[src/rtl/stage_ctrl_pkg.sv]
// -----------------------------------------------------------------------------
// stage_ctrl_pkg
// Shared definitions for the RV32I multi-cycle stage controller:
//   - stage encodings (these are also the values driven on stage_o)
//   - instruction-class codes produced by the decode block
//   - fault codes reported on fault_o
//   - small helpers that classify an instruction class
// No ports; imported by stage_ctrl and stage_wait_timer.
// -----------------------------------------------------------------------------
package stage_ctrl_pkg;

    typedef enum logic [2:0] {
        ST_IDLE   = 3'd0,
        ST_FETCH  = 3'd1,
        ST_DECODE = 3'd2,
        ST_EXEC   = 3'd3,
        ST_MEM    = 3'd4,
        ST_WB     = 3'd5,
        ST_HALT   = 3'd6
    } stage_e;

    localparam logic [4:0] IT_ILLEGAL = 5'd0;
    localparam logic [4:0] IT_RTYPE   = 5'd1;
    localparam logic [4:0] IT_ITYPE   = 5'd2;
    localparam logic [4:0] IT_STYPE   = 5'd3;
    localparam logic [4:0] IT_BTYPE   = 5'd4;
    localparam logic [4:0] IT_LTYPE   = 5'd5;
    localparam logic [4:0] IT_UTYPE   = 5'd6;
    localparam logic [4:0] IT_JTYPE   = 5'd7;
    localparam logic [4:0] IT_JRTYPE  = 5'd8;

    typedef enum logic [1:0] {
        FAULT_NONE    = 2'd0,
        FAULT_ILLEGAL = 2'd1,
        FAULT_BUS     = 2'd2
    } fault_e;

    // Classes that produce a register-file result.
    function automatic logic itype_writes_rf(input logic [4:0] it);
        return (it == IT_RTYPE) || (it == IT_ITYPE) || (it == IT_LTYPE) ||
               (it == IT_UTYPE) || (it == IT_JTYPE) || (it == IT_JRTYPE);
    endfunction

    // Classes that need a data-memory access.
    function automatic logic itype_is_mem(input logic [4:0] it);
        return (it == IT_LTYPE) || (it == IT_STYPE);
    endfunction

    // Classes that always redirect the PC.
    function automatic logic itype_is_jump(input logic [4:0] it);
        return (it == IT_JTYPE) || (it == IT_JRTYPE);
    endfunction

endpackage

[src/rtl/stage_wait_timer.sv]
// -----------------------------------------------------------------------------
// stage_wait_timer
// Counts cycles a memory request has been outstanding without an ack. Shared
// between FETCH and MEM: the count is held at zero whenever no request is
// outstanding, so it starts from zero on every entry into either state.
//
// Ports:
//   clk      in   rising-edge clock
//   reset    in   asynchronous, active-low
//   active   in   a request is outstanding this cycle
//   ack      in   the matching acknowledge for the outstanding request
//   timeout  out  this is the WAIT_MAX-th cycle without ack (combinational)
// -----------------------------------------------------------------------------
module stage_wait_timer
    import stage_ctrl_pkg::*;
#(
    parameter int WAIT_MAX = 15,
    parameter int WAIT_W   = 4
) (
    input  logic clk,
    input  logic reset,
    input  logic active,
    input  logic ack,
    output logic timeout
);

    logic [WAIT_W-1:0] cnt_q;

    always_ff @(posedge clk or negedge reset) begin
        if (!reset) begin
            cnt_q <= '0;
        end else if (!active || ack) begin
            cnt_q <= '0;
        end else begin
            cnt_q <= cnt_q + WAIT_W'(1);
        end
    end

    // cnt_q holds the number of earlier waiting cycles, so the current cycle
    // is the WAIT_MAX-th one when cnt_q == WAIT_MAX-1. An ack in that same
    // cycle suppresses the timeout.
    assign timeout = active && !ack && (cnt_q == WAIT_W'(WAIT_MAX - 1));

endmodule

[src/rtl/stage_ctrl.sv]
// -----------------------------------------------------------------------------
// stage_ctrl
// Multi-cycle control FSM for the RV32I core. Sequences fetch, decode,
// execute, memory and writeback; owns the instruction/data memory handshakes,
// the register-file write strobe, PC update strobes, and halt/fault reporting.
//
// state  | meaning
// -------+-----------------------------------------------------------
// IDLE   | core stopped, waiting for run_i
// FETCH  | imem_req_o high until imem_ack_i (IR loaded on ack)
// DECODE | one cycle; illegal class halts, otherwise latch the class
// EXEC   | one cycle; loads/stores go to MEM, everything else to WB
// MEM    | dmem_req_o high until dmem_ack_i
// WB     | one cycle; register write, PC update, pick next state
// HALT   | sticky until reset; fault_o holds the cause
//
// Ports:
//   clk, reset (async, active-low)
//   run_i, halt_req_i, itype_i[4:0], branch_taken_i, imem_ack_i, dmem_ack_i
//   stage_o[2:0], imem_req_o, ir_we_o, dmem_req_o, dmem_we_o, rf_we_o,
//   pc_we_o, pc_sel_o, halted_o, fault_o[1:0]
//   cycle_cnt_o[31:0], retire_cnt_o[31:0]  (only with STAGE_CTRL_PERF_EN)
//
// Build option: define STAGE_CTRL_PERF_EN to add the cycle and retired-
// instruction counters.
// -----------------------------------------------------------------------------
module stage_ctrl
    import stage_ctrl_pkg::*;
#(
    parameter int WAIT_MAX = 15,
    parameter int WAIT_W   = 4
) (
    input  logic        clk,
    input  logic        reset,
    input  logic        run_i,
    input  logic        halt_req_i,
    input  logic [4:0]  itype_i,
    input  logic        branch_taken_i,
    input  logic        imem_ack_i,
    input  logic        dmem_ack_i,
    output logic [2:0]  stage_o,
    output logic        imem_req_o,
    output logic        ir_we_o,
    output logic        dmem_req_o,
    output logic        dmem_we_o,
    output logic        rf_we_o,
    output logic        pc_we_o,
    output logic        pc_sel_o,
    output logic        halted_o,
    output logic [1:0]  fault_o
`ifdef STAGE_CTRL_PERF_EN
    ,
    output logic [31:0] cycle_cnt_o,
    output logic [31:0] retire_cnt_o
`endif
);

    stage_e     state_q;
    logic [4:0] itype_q;
    logic       imem_req_q;
    logic       dmem_req_q;
    logic       dmem_we_q;
    logic       rf_we_q;
    logic       pc_we_q;
    logic       halted_q;
    fault_e     fault_q;

    logic       wait_active;
    logic       wait_ack;
    logic       wait_timeout;

    // Only the ack that matches the request of the current state is seen by
    // the timer and the FSM; the other ack is ignored.
    assign wait_active = (state_q == ST_FETCH) || (state_q == ST_MEM);
    assign wait_ack    = (state_q == ST_FETCH) ? imem_ack_i : dmem_ack_i;

    stage_wait_timer #(
        .WAIT_MAX (WAIT_MAX),
        .WAIT_W   (WAIT_W)
    ) u_wait_timer (
        .clk     (clk),
        .reset   (reset),
        .active  (wait_active),
        .ack     (wait_ack),
        .timeout (wait_timeout)
    );

    // Registered outputs are computed for the state being entered, so they
    // are valid for exactly the cycles spent in that state.
    always_ff @(posedge clk or negedge reset) begin
        if (!reset) begin
            state_q    <= ST_IDLE;
            itype_q    <= IT_ILLEGAL;
            imem_req_q <= 1'b0;
            dmem_req_q <= 1'b0;
            dmem_we_q  <= 1'b0;
            rf_we_q    <= 1'b0;
            pc_we_q    <= 1'b0;
            halted_q   <= 1'b0;
            fault_q    <= FAULT_NONE;
        end else begin
            imem_req_q <= 1'b0;
            dmem_req_q <= 1'b0;
            dmem_we_q  <= 1'b0;
            rf_we_q    <= 1'b0;
            pc_we_q    <= 1'b0;

            case (state_q)
                ST_IDLE: begin
                    if (run_i) begin
                        state_q    <= ST_FETCH;
                        imem_req_q <= 1'b1;
                    end
                end

                ST_FETCH: begin
                    if (imem_ack_i) begin
                        state_q <= ST_DECODE;
                    end else if (wait_timeout) begin
                        state_q  <= ST_HALT;
                        halted_q <= 1'b1;
                        fault_q  <= FAULT_BUS;
                    end else begin
                        imem_req_q <= 1'b1;
                    end
                end

                ST_DECODE: begin
                    itype_q <= itype_i;
                    if (itype_i == IT_ILLEGAL) begin
                        state_q  <= ST_HALT;
                        halted_q <= 1'b1;
                        fault_q  <= FAULT_ILLEGAL;
                    end else begin
                        state_q <= ST_EXEC;
                    end
                end

                ST_EXEC: begin
                    if (itype_is_mem(itype_q)) begin
                        state_q    <= ST_MEM;
                        dmem_req_q <= 1'b1;
                        dmem_we_q  <= (itype_q == IT_STYPE);
                    end else begin
                        state_q <= ST_WB;
                        rf_we_q <= itype_writes_rf(itype_q);
                        pc_we_q <= 1'b1;
                    end
                end

                ST_MEM: begin
                    if (dmem_ack_i) begin
                        state_q <= ST_WB;
                        rf_we_q <= itype_writes_rf(itype_q);
                        pc_we_q <= 1'b1;
                    end else if (wait_timeout) begin
                        state_q  <= ST_HALT;
                        halted_q <= 1'b1;
                        fault_q  <= FAULT_BUS;
                    end else begin
                        dmem_req_q <= 1'b1;
                        dmem_we_q  <= (itype_q == IT_STYPE);
                    end
                end

                ST_WB: begin
                    // A halt request beats both continuing and stopping.
                    if (halt_req_i) begin
                        state_q  <= ST_HALT;
                        halted_q <= 1'b1;
                    end else if (run_i) begin
                        state_q    <= ST_FETCH;
                        imem_req_q <= 1'b1;
                    end else begin
                        state_q <= ST_IDLE;
                    end
                end

                ST_HALT: begin
                    state_q <= ST_HALT;
                end

                default: begin
                    state_q <= ST_IDLE;
                end
            endcase
        end
    end

    assign stage_o    = state_q;
    assign imem_req_o = imem_req_q;
    assign dmem_req_o = dmem_req_q;
    assign dmem_we_o  = dmem_we_q;
    assign rf_we_o    = rf_we_q;
    assign pc_we_o    = pc_we_q;
    assign halted_o   = halted_q;
    assign fault_o    = fault_q;

    // IR data is valid in the ack cycle itself, so the load strobe is the ack
    // qualified by the registered FETCH state.
    assign ir_we_o = (state_q == ST_FETCH) && imem_ack_i;

    // branch_taken_i is only valid during WB; qualified by the registered
    // WB state and the class latched at decode.
    assign pc_sel_o = (state_q == ST_WB) &&
                      (itype_is_jump(itype_q) ||
                       ((itype_q == IT_BTYPE) && branch_taken_i));

`ifdef STAGE_CTRL_PERF_EN
    logic [31:0] cycle_cnt_q;
    logic [31:0] retire_cnt_q;

    always_ff @(posedge clk or negedge reset) begin
        if (!reset) begin
            cycle_cnt_q  <= '0;
            retire_cnt_q <= '0;
        end else begin
            if ((state_q != ST_IDLE) && (state_q != ST_HALT)) begin
                cycle_cnt_q <= cycle_cnt_q + 32'd1;
            end
            if (state_q == ST_WB) begin
                retire_cnt_q <= retire_cnt_q + 32'd1;
            end
        end
    end

    assign cycle_cnt_o  = cycle_cnt_q;
    assign retire_cnt_o = retire_cnt_q;
`endif

endmodule

[config.mk]
export PLATFORM = sky130hd
export DESIGN_NAME = stage_ctrl
export DESIGN_NICKNAME = d
export VERILOG_FILES = /design/src/rtl/stage_ctrl_pkg.sv /design/src/rtl/stage_wait_timer.sv /design/src/rtl/stage_ctrl.sv
export SDC_FILE = /design/constraint.sdc
export NUM_CORES = 1
export LEC_CHECK = 0
export ABC_AREA = 1
export ABC_CLOCK_PERIOD_IN_PS = 1350
export CORE_MARGIN = 5
export CORE_UTILIZATION = 48
export CTS_CLUSTER_SIZE = 24
export DETAILED_ROUTE_END_ITERATION = 7
export PLACE_DENSITY = 0.8
export RECOVER_POWER = 100
export SLEW_MARGIN = 30
export SYNTH_ARGS = -nofsm -noshare
export SYNTH_HDL_FRONTEND = slang
export SYNTH_SLANG_ARGS = --single-unit
[constraint.sdc]
create_clock -name clk -period 1.35 [get_ports clk]
set_input_delay 0.135 -clock clk [delete_from_list [all_inputs] [get_ports clk]]
set_output_delay 0.135 -clock clk [all_outputs]
set_load 0.01 [all_outputs]
==> results.json, run 1 <==
{
  "die_y_um": 56.4,
  "endpoint": "pc_sel_o",
  "critPathTopFamily": "flip-flops",
  "cpPeakStageDelay_ns": 0.42,
  "grt_pass1_wl_um": 5440,
  "post-route-min-period_ns": 1.63,
  "grt_max_degree": 21,
  "power_mw": 3.43,
  "placedCellCount": 206,
  "slew_viol_final": 0,
  "fmax_mhz": 612,
  "violations": "negative setup slack",
  "start_util_pct": 51.6,
  "io_pins": 25,
  "cp.depth": 6,
  "diodes": 0,
  "relSlewSlack_pct": 65.6,
  "hp-class": "input pin to asynchronous set/reset pin",
  "synthesis.nets": 146,
  "grt_pass1_vias": 1232,
  "crit_start": "itype_q[3]$_DFFE_PN0P_",
  "crit_slowest_cell": "dfrtp_1",
  "critPathBufInv": 2,
  "clk_pin_slew_worst_paths_ns": 0.12,
  "die_width_um": 56.4,
  "multi_input_area_sq_um": 591,
  "syn_to_final_growth_pct": 65.7,
  "viasPerCell": 5.66,
  "maxCapViolations": 0,
  "fin_skew_ns": 0.00891,
  "groute.usage.overall_pct": 21.8,
  "fill_cells": 106,
  "ff_latch_area_sq_um": 500,
  "synth-seq-area-share_pct": 48.5,
  "worst_pin_slew_ns": 0.517,
  "cp.arrival_ns": 1.50,
  "r2r_setup_slack_ns": -0.12,
  "gp_congestion": 0.868,
  "die_area_sq_um": 3180,
  "drt_first_pass_iters": 4,
  "cts.sinks": 20,
  "wl_per_cell_um": 18.1,
  "regToRegEndpoint": "fault_o[0]$_DFFE_PN0P_",
  "yosysWarnings": 0,
  "drt_drc_violations_left": 0,
  "synth_area_sq_um": 1030,
  "synth_cells": 132,
  "finalSetupViolations": 15,
  "cp-start-kind": "register",
  "wl_um": 4000,
  "powerDensity_nw_per_um2": 2010,
  "final_layout_size_suffix_gt1_share_pct": 41.2,
  "cts_buffers": 3,
  "row_count": 16,
  "portBuffers": 24,
  "timing.rr.start": "stage_o[1]$_DFFE_PN0P_",
  "finalCritPeriodShare_pct": 121,
  "drt-initial-drc-count": 65,
  "core-area_sq_um": 2000,
  "rsz0062_at_grt": "true",
  "synth.distinct_cells": 22,
  "vdd_ir_drop_max_mv": 1.56,
  "setup_ws_ns": -0.283,
  "clk_latency_ns": 0.31,
  "hold_viol_final": 0,
  "grt_overflow_total": 0,
  "htreeDepth": 1,
  "synth_area_per_cell_sq_um": 7.82,
  "outcome": "complete, but fails checks",
  "vias": 1250,
  "crit_required_ns": 1.22,
  "layoutNonFillerInstCount": 221,
  "cts_tree": "yes",
  "root_buffer": "clkbuf_4",
  "reg2regPathDepth": 9,
  "power.leakage_nw": 0.888,
  "final_antenna_net_count": 0,
  "path_class": "register to output pin",
  "crit_fanout": 3,
  "ys_ff_latch": 20,
  "layout.nets": 209,
  "path_cells": "inv_2 > nand2_1 > nor2_2 > nand3b_1 > a21oi_2 > buf_2",
  "grt_antenna_before_repair": 0,
  "critPathCaptureType": "output pin",
  "post-dp-hpwl_um": 2070,
  "cts.hold.buffers_added": 0,
  "cts_buffer_depth": 2
}
report_power, final:
part,internal (mW),switching [mW]
Sequential,0.782,0.120
Combinational,0.970,1.20
Clock,0.165,0.196
Total,1.92,1.52
registers in the layout, summed over array words and instances (netlist names):
register	cells
dmem_req_o	1
dmem_we_o	1
fault_o	2
halted_o	1
imem_req_o	1
itype_q	5
pc_we_o	1
rf_we_o	1
stage_o	3
u_wait_timer.cnt_q	4
routing by layer:
| layer | vias to the layer above | track usage [%] | wire length [um] |
|---|---|---|---|
| met5 | - | 0 | 0 |
| met4 | 0 | 11.2 | 133 |
| li1 | 544 | - | - |
| met3 | 20 | 4.13 | 369 |
| met2 | 98 | 39.9 | 2090 |
| met1 | 588 | 23.5 | 1410 |
synthesized netlist by cell type:
cell type	instances	share of area [%]
a21oi_1	3	1.5
a31oi_1	1	0.61
buf_6	1	1.1
dfrtp_1	20	48
ha_1	2	2.4
inv_1	13	4.7
inv_2	4	1.5
nand2_1	37	13
nand2_2	1	0.61
nand3_1	12	5.8
nand3_2	2	1.9
nand3b_1	1	0.73
nand4_1	4	2.4
nor2_1	18	6.5
nor2_2	2	1.2
nor2_4	1	1.1
nor3_1	2	0.97
nor3b_1	1	0.73
o21ai_0	4	1.9
or2_2	1	0.61
xnor2_1	1	0.85
xor2_1	1	0.85
logic make-up (layout without fill, tap and decap cells):
| group | after synthesis | in the layout | share of synthesized area (%) |
|---|---|---|---|
| buf+inv | 18 | 80 | 7.27 |
| compound gates | 8 | 8 | 4.00 |
| flops | 20 | 20 | 48.5 |
| xor+xnor | 2 | 2 | 1.70 |
| simple gates | 82 | 82 | 36.1 |
| fa+ha+maj | 2 | 2 | 2.42 |
worst register-to-register path: cells and delay by family, from the launching register on:
family / cells / cell delay, ns
and+or+nand+nor: 8 / 0.80
DFF: 1 / 0.42
buffers and inverters: 1 / 0.16
final cells by class:
class | instances | area share, %
Sequential cell | 20 | 29.3
Clock buffer | 4 | 2.12
Inverter | 17 | 3.73
Timing Repair Buffer | 59 | 28.4
Tap cell | 27 | 1.98
Multi-Input combinational cell | 94 | 34.5
placed cells by master (no fill, tap or decap), types with 2 or more instances in the layout:
cell type / n
a21oi_2: 3
buf_2: 5
buf_4: 27
buf_6: 3
clkbuf_2: 2
clkbuf_4: 3
clkdlybuf4s25_1: 3
clkdlybuf4s50_1: 12
dfrtp_1: 20
dlygate4sd2_1: 5
ha_1: 2
inv_1: 11
inv_2: 6
nand2_1: 26
nand2_2: 11
nand3_1: 6
nand3_2: 6
nand3_4: 2
nand4_1: 4
nor2_1: 15
nor2_2: 2
nor2_4: 4
o21ai_0: 3
per-stage QoR:
stage | hold WS [ns] | utilization [%] | instance area (sq um) | worst slack (ns) | setup TNS (ns)
after floorplan | -0.161 | - | 1030 | 0.0885 | 0
after global placement | 0.452 | 73.7 | 1480 | -0.350 | -0.436
after detailed placement | 0.469 | 73.7 | 1480 | -0.422 | -0.760
after CTS | 0.166 | 81.4 | 1630 | -0.215 | -0.350
after global routing | 0.349 | 85.4 | 1710 | -0.361 | -2.11
final | 0.311 | 85.4 | 1710 | -0.283 | -1.10
worst min-delay path by stage:
stage	endpoint	cells past startpoint
after CTS	u_wait_timer.cnt_q[0]$_DFF_PN0_	2
after global placement	halted_o$_DFFE_PN0P_	2
after global routing	u_wait_timer.cnt_q[0]$_DFF_PN0_	2
after detailed placement	fault_o[1]$_DFFE_PN0P_	2
final	u_wait_timer.cnt_q[0]$_DFF_PN0_	2
after floorplan	dmem_req_o$_DFF_PN0_	0
repair_timing:
item,CTS,global route
resized for setup,33,32
cloned,0,0
hold endpoints to repair,0,0
endpoints found under the setup margin,11,21
setup buffers,9,6
pin swaps,7,10
No activity file was read; power rests on OpenSTA's default activity.
==> inputs of run 2 (changes only) <==
CELL_PAD_IN_SITES_DETAIL_PLACEMENT = 1   (was unset)
CELL_PAD_IN_SITES_GLOBAL_PLACEMENT = 2   (was unset)
CORE_UTILIZATION = 27   (was 48)
CTS_CLUSTER_SIZE = 25   (was 24)
HOLD_SLACK_MARGIN = 0.1   (was unset)
PLACE_DENSITY = 0.79   (was 0.8)
==> run 2 against run 1 <==
  * The flow still finishes with violations (negative setup slack)
  * Non-clock buffer count stayed put
  * Sequential share of layout area is 1.6 points lower
  * Utilization is 36 points lower
  * Setup slack worse by 0.012 ns
  * Register-to-register slack better by 0.04 ns
  * Maximum frequency is 0.72% lower
  * Largest power group unchanged
  * Clock skew is 0.0068 ns lower
  * Worst hold slack better by 0.054 ns
==> results.json, run 2 (synthesized netlist as in run 1, its figures left out) <==
{
  "outcome": "complete, but fails checks",
  "violations": "negative setup slack",
  "hp-class": "input pin to asynchronous set/reset pin",
  "slew_viol_final": 0,
  "syn_to_final_growth_pct": 75.0,
  "viasPerCell": 4.65,
  "root_buffer": "clkbuf_8",
  "wl_met2_um": 1840,
  "io_pins": 25,
  "clk_latency_ns": 0.27,
  "post-place-ws_ns": -0.498,
  "final_cell_mix": "buf_4, nand2_1, dfrtp_1",
  "cp.arrival_ns": 1.51,
  "finish.instance_area_sq_um": 1810,
  "grt_overflow_total": 0,
  "fmax_mhz": 608,
  "powerDensity_nw_per_um2": 1970,
  "htreeDepth": 1,
  "layout_commonest_cell": "buf_4",
  "holdWs_ns": 0.364,
  "drt_drc_violations_left": 0,
  "cts_buffers": 3,
  "crit_fanout": 3,
  "largest_register_ffs": 5,
  "grt_antenna_before_repair": 0,
  "wl_um": 3570,
  "finalSetupViolations": 8,
  "setup_ws_ns": -0.295,
  "drt-initial-drc-count": 34,
  "final_antenna_net_count": 0,
  "fin_skew_ns": 0.00207,
  "power.leakage_nw": 0.901,
  "hold_viol_final": 0,
  "post-route-min-period_ns": 1.64,
  "grt_pass1_vias": 1238,
  "power_mw": 3.55,
  "cts_tree": "yes",
  "crit_required_ns": 1.22,
  "relSlewSlack_pct": 64.7,
  "place_area_sq_um": 1510,
  "cts.sinks": 20,
  "post-dp-hpwl_um": 2620,
  "clk_pin_slew_worst_paths_ns": 0.08,
  "wl_met1_um": 1510,
  "utilization_pct": 49.0,
  "vias": 1126,
  "row_count": 22,
  "fill_cells": 448,
  "die_area_sq_um": 5160,
  "worst_pin_slew_ns": 0.529,
  "cp-start-kind": "register",
  "grt_pass1_wl_um": 5820,
  "reg2regPathDepth": 9,
  "critPathCaptureType": "output pin",
  "maxCapViolations": 0,
  "cts_buffer_depth": 2,
  "groute.usage.overall_pct": 14.6,
  "met3WireLength_um": 117,
  "setup_tns_ns": -0.511,
  "vdd_ir_drop_max_mv": 0.562,
  "core-area_sq_um": 3690,
  "final_layout_size_suffix_gt1_share_pct": 44.3,
  "finalCritPeriodShare_pct": 122,
  "diodes": 0,
  "largest_register": "itype_q",
  "layout.nets": 209,
  "portBuffers": 24,
  "die_width_um": 71.8,
  "drt_first_pass_iters": 4,
  "wl_per_cell_um": 14.8,
  "path_class": "register to output pin",
  "layoutNonFillerInstCount": 242,
  "placedCellCount": 228,
  "rsz0062_at_grt": "true",
  "die_y_um": 71.8,
  "top_layer_used": "met4",
  "start_util_pct": 28.0,
  "grt_max_degree": 21,
  "gp_congestion": 0.892
}
-- run 2: report_power, final --
group          leakage (nW)  internal (mW)  switching (mW)
clock network        0.0288          0.260           0.223
registers             0.258          0.783           0.115
logic                 0.614           1.04            1.14
total                 0.901           2.08            1.47
-- run 2: final timing paths --
| path | startpoint | to | slack [ns] |
|---|---|---|---|
| min in group clk | itype_i[1] | itype_q[1]$_DFFE_PN0P_ | 0.45 |
| max | itype_q[1]$_DFFE_PN0P_ | pc_sel_o | -0.29 |
| max in group asynchronous | reset | pc_we_o$_DFF_PN0_ | 0.63 |
| max reg2reg | stage_o[1]$_DFFE_PN0P_ | fault_o[0]$_DFFE_PN0P_ | -0.08 |
| min | reset | itype_q[4]$_DFFE_PN0P_ | 0.36 |
| min reg2reg | halted_o$_DFFE_PN0P_ | halted_o$_DFFE_PN0P_ | 0.48 |
-- run 2: what timing repair did --
item / CTS / global route
buffers inserted: 7 / 4
hold buffers: 0 / 0
pin swaps: 13 / 10
resized for setup: 39 / 34
endpoints found under the setup margin: 11 / 16
-- run 2: per-layer routing --
| metal | up-vias | global-route usage [%] |
|---|---|---|
| li1 | 542 | - |
| met1 | 548 | 17.2 |
| met2 | 25 | 26.1 |
| met3 | 11 | 1.96 |
| met4 | 0 | 6.26 |
| met5 | - | 0 |
-- run 2: area by class of cell --
type	count	area, sq um	share of cell area, %
clock buffers	4	55.1	3.05
inverters	17	68.8	3.81
multi-input cells	94	623	34.5
flip-flops and latches	20	500	27.7
well taps	48	60.1	3.32
repair buffers	59	499	27.6
-- run 2: worst max-delay path, stage by stage, from the launching register on --
cell and delay (ns):
dfrtp_1 0.39, or2_4 0.27, nor3_4 0.22, o21ai_2 0.09, a21oi_2 0.13, buf_2 0.14
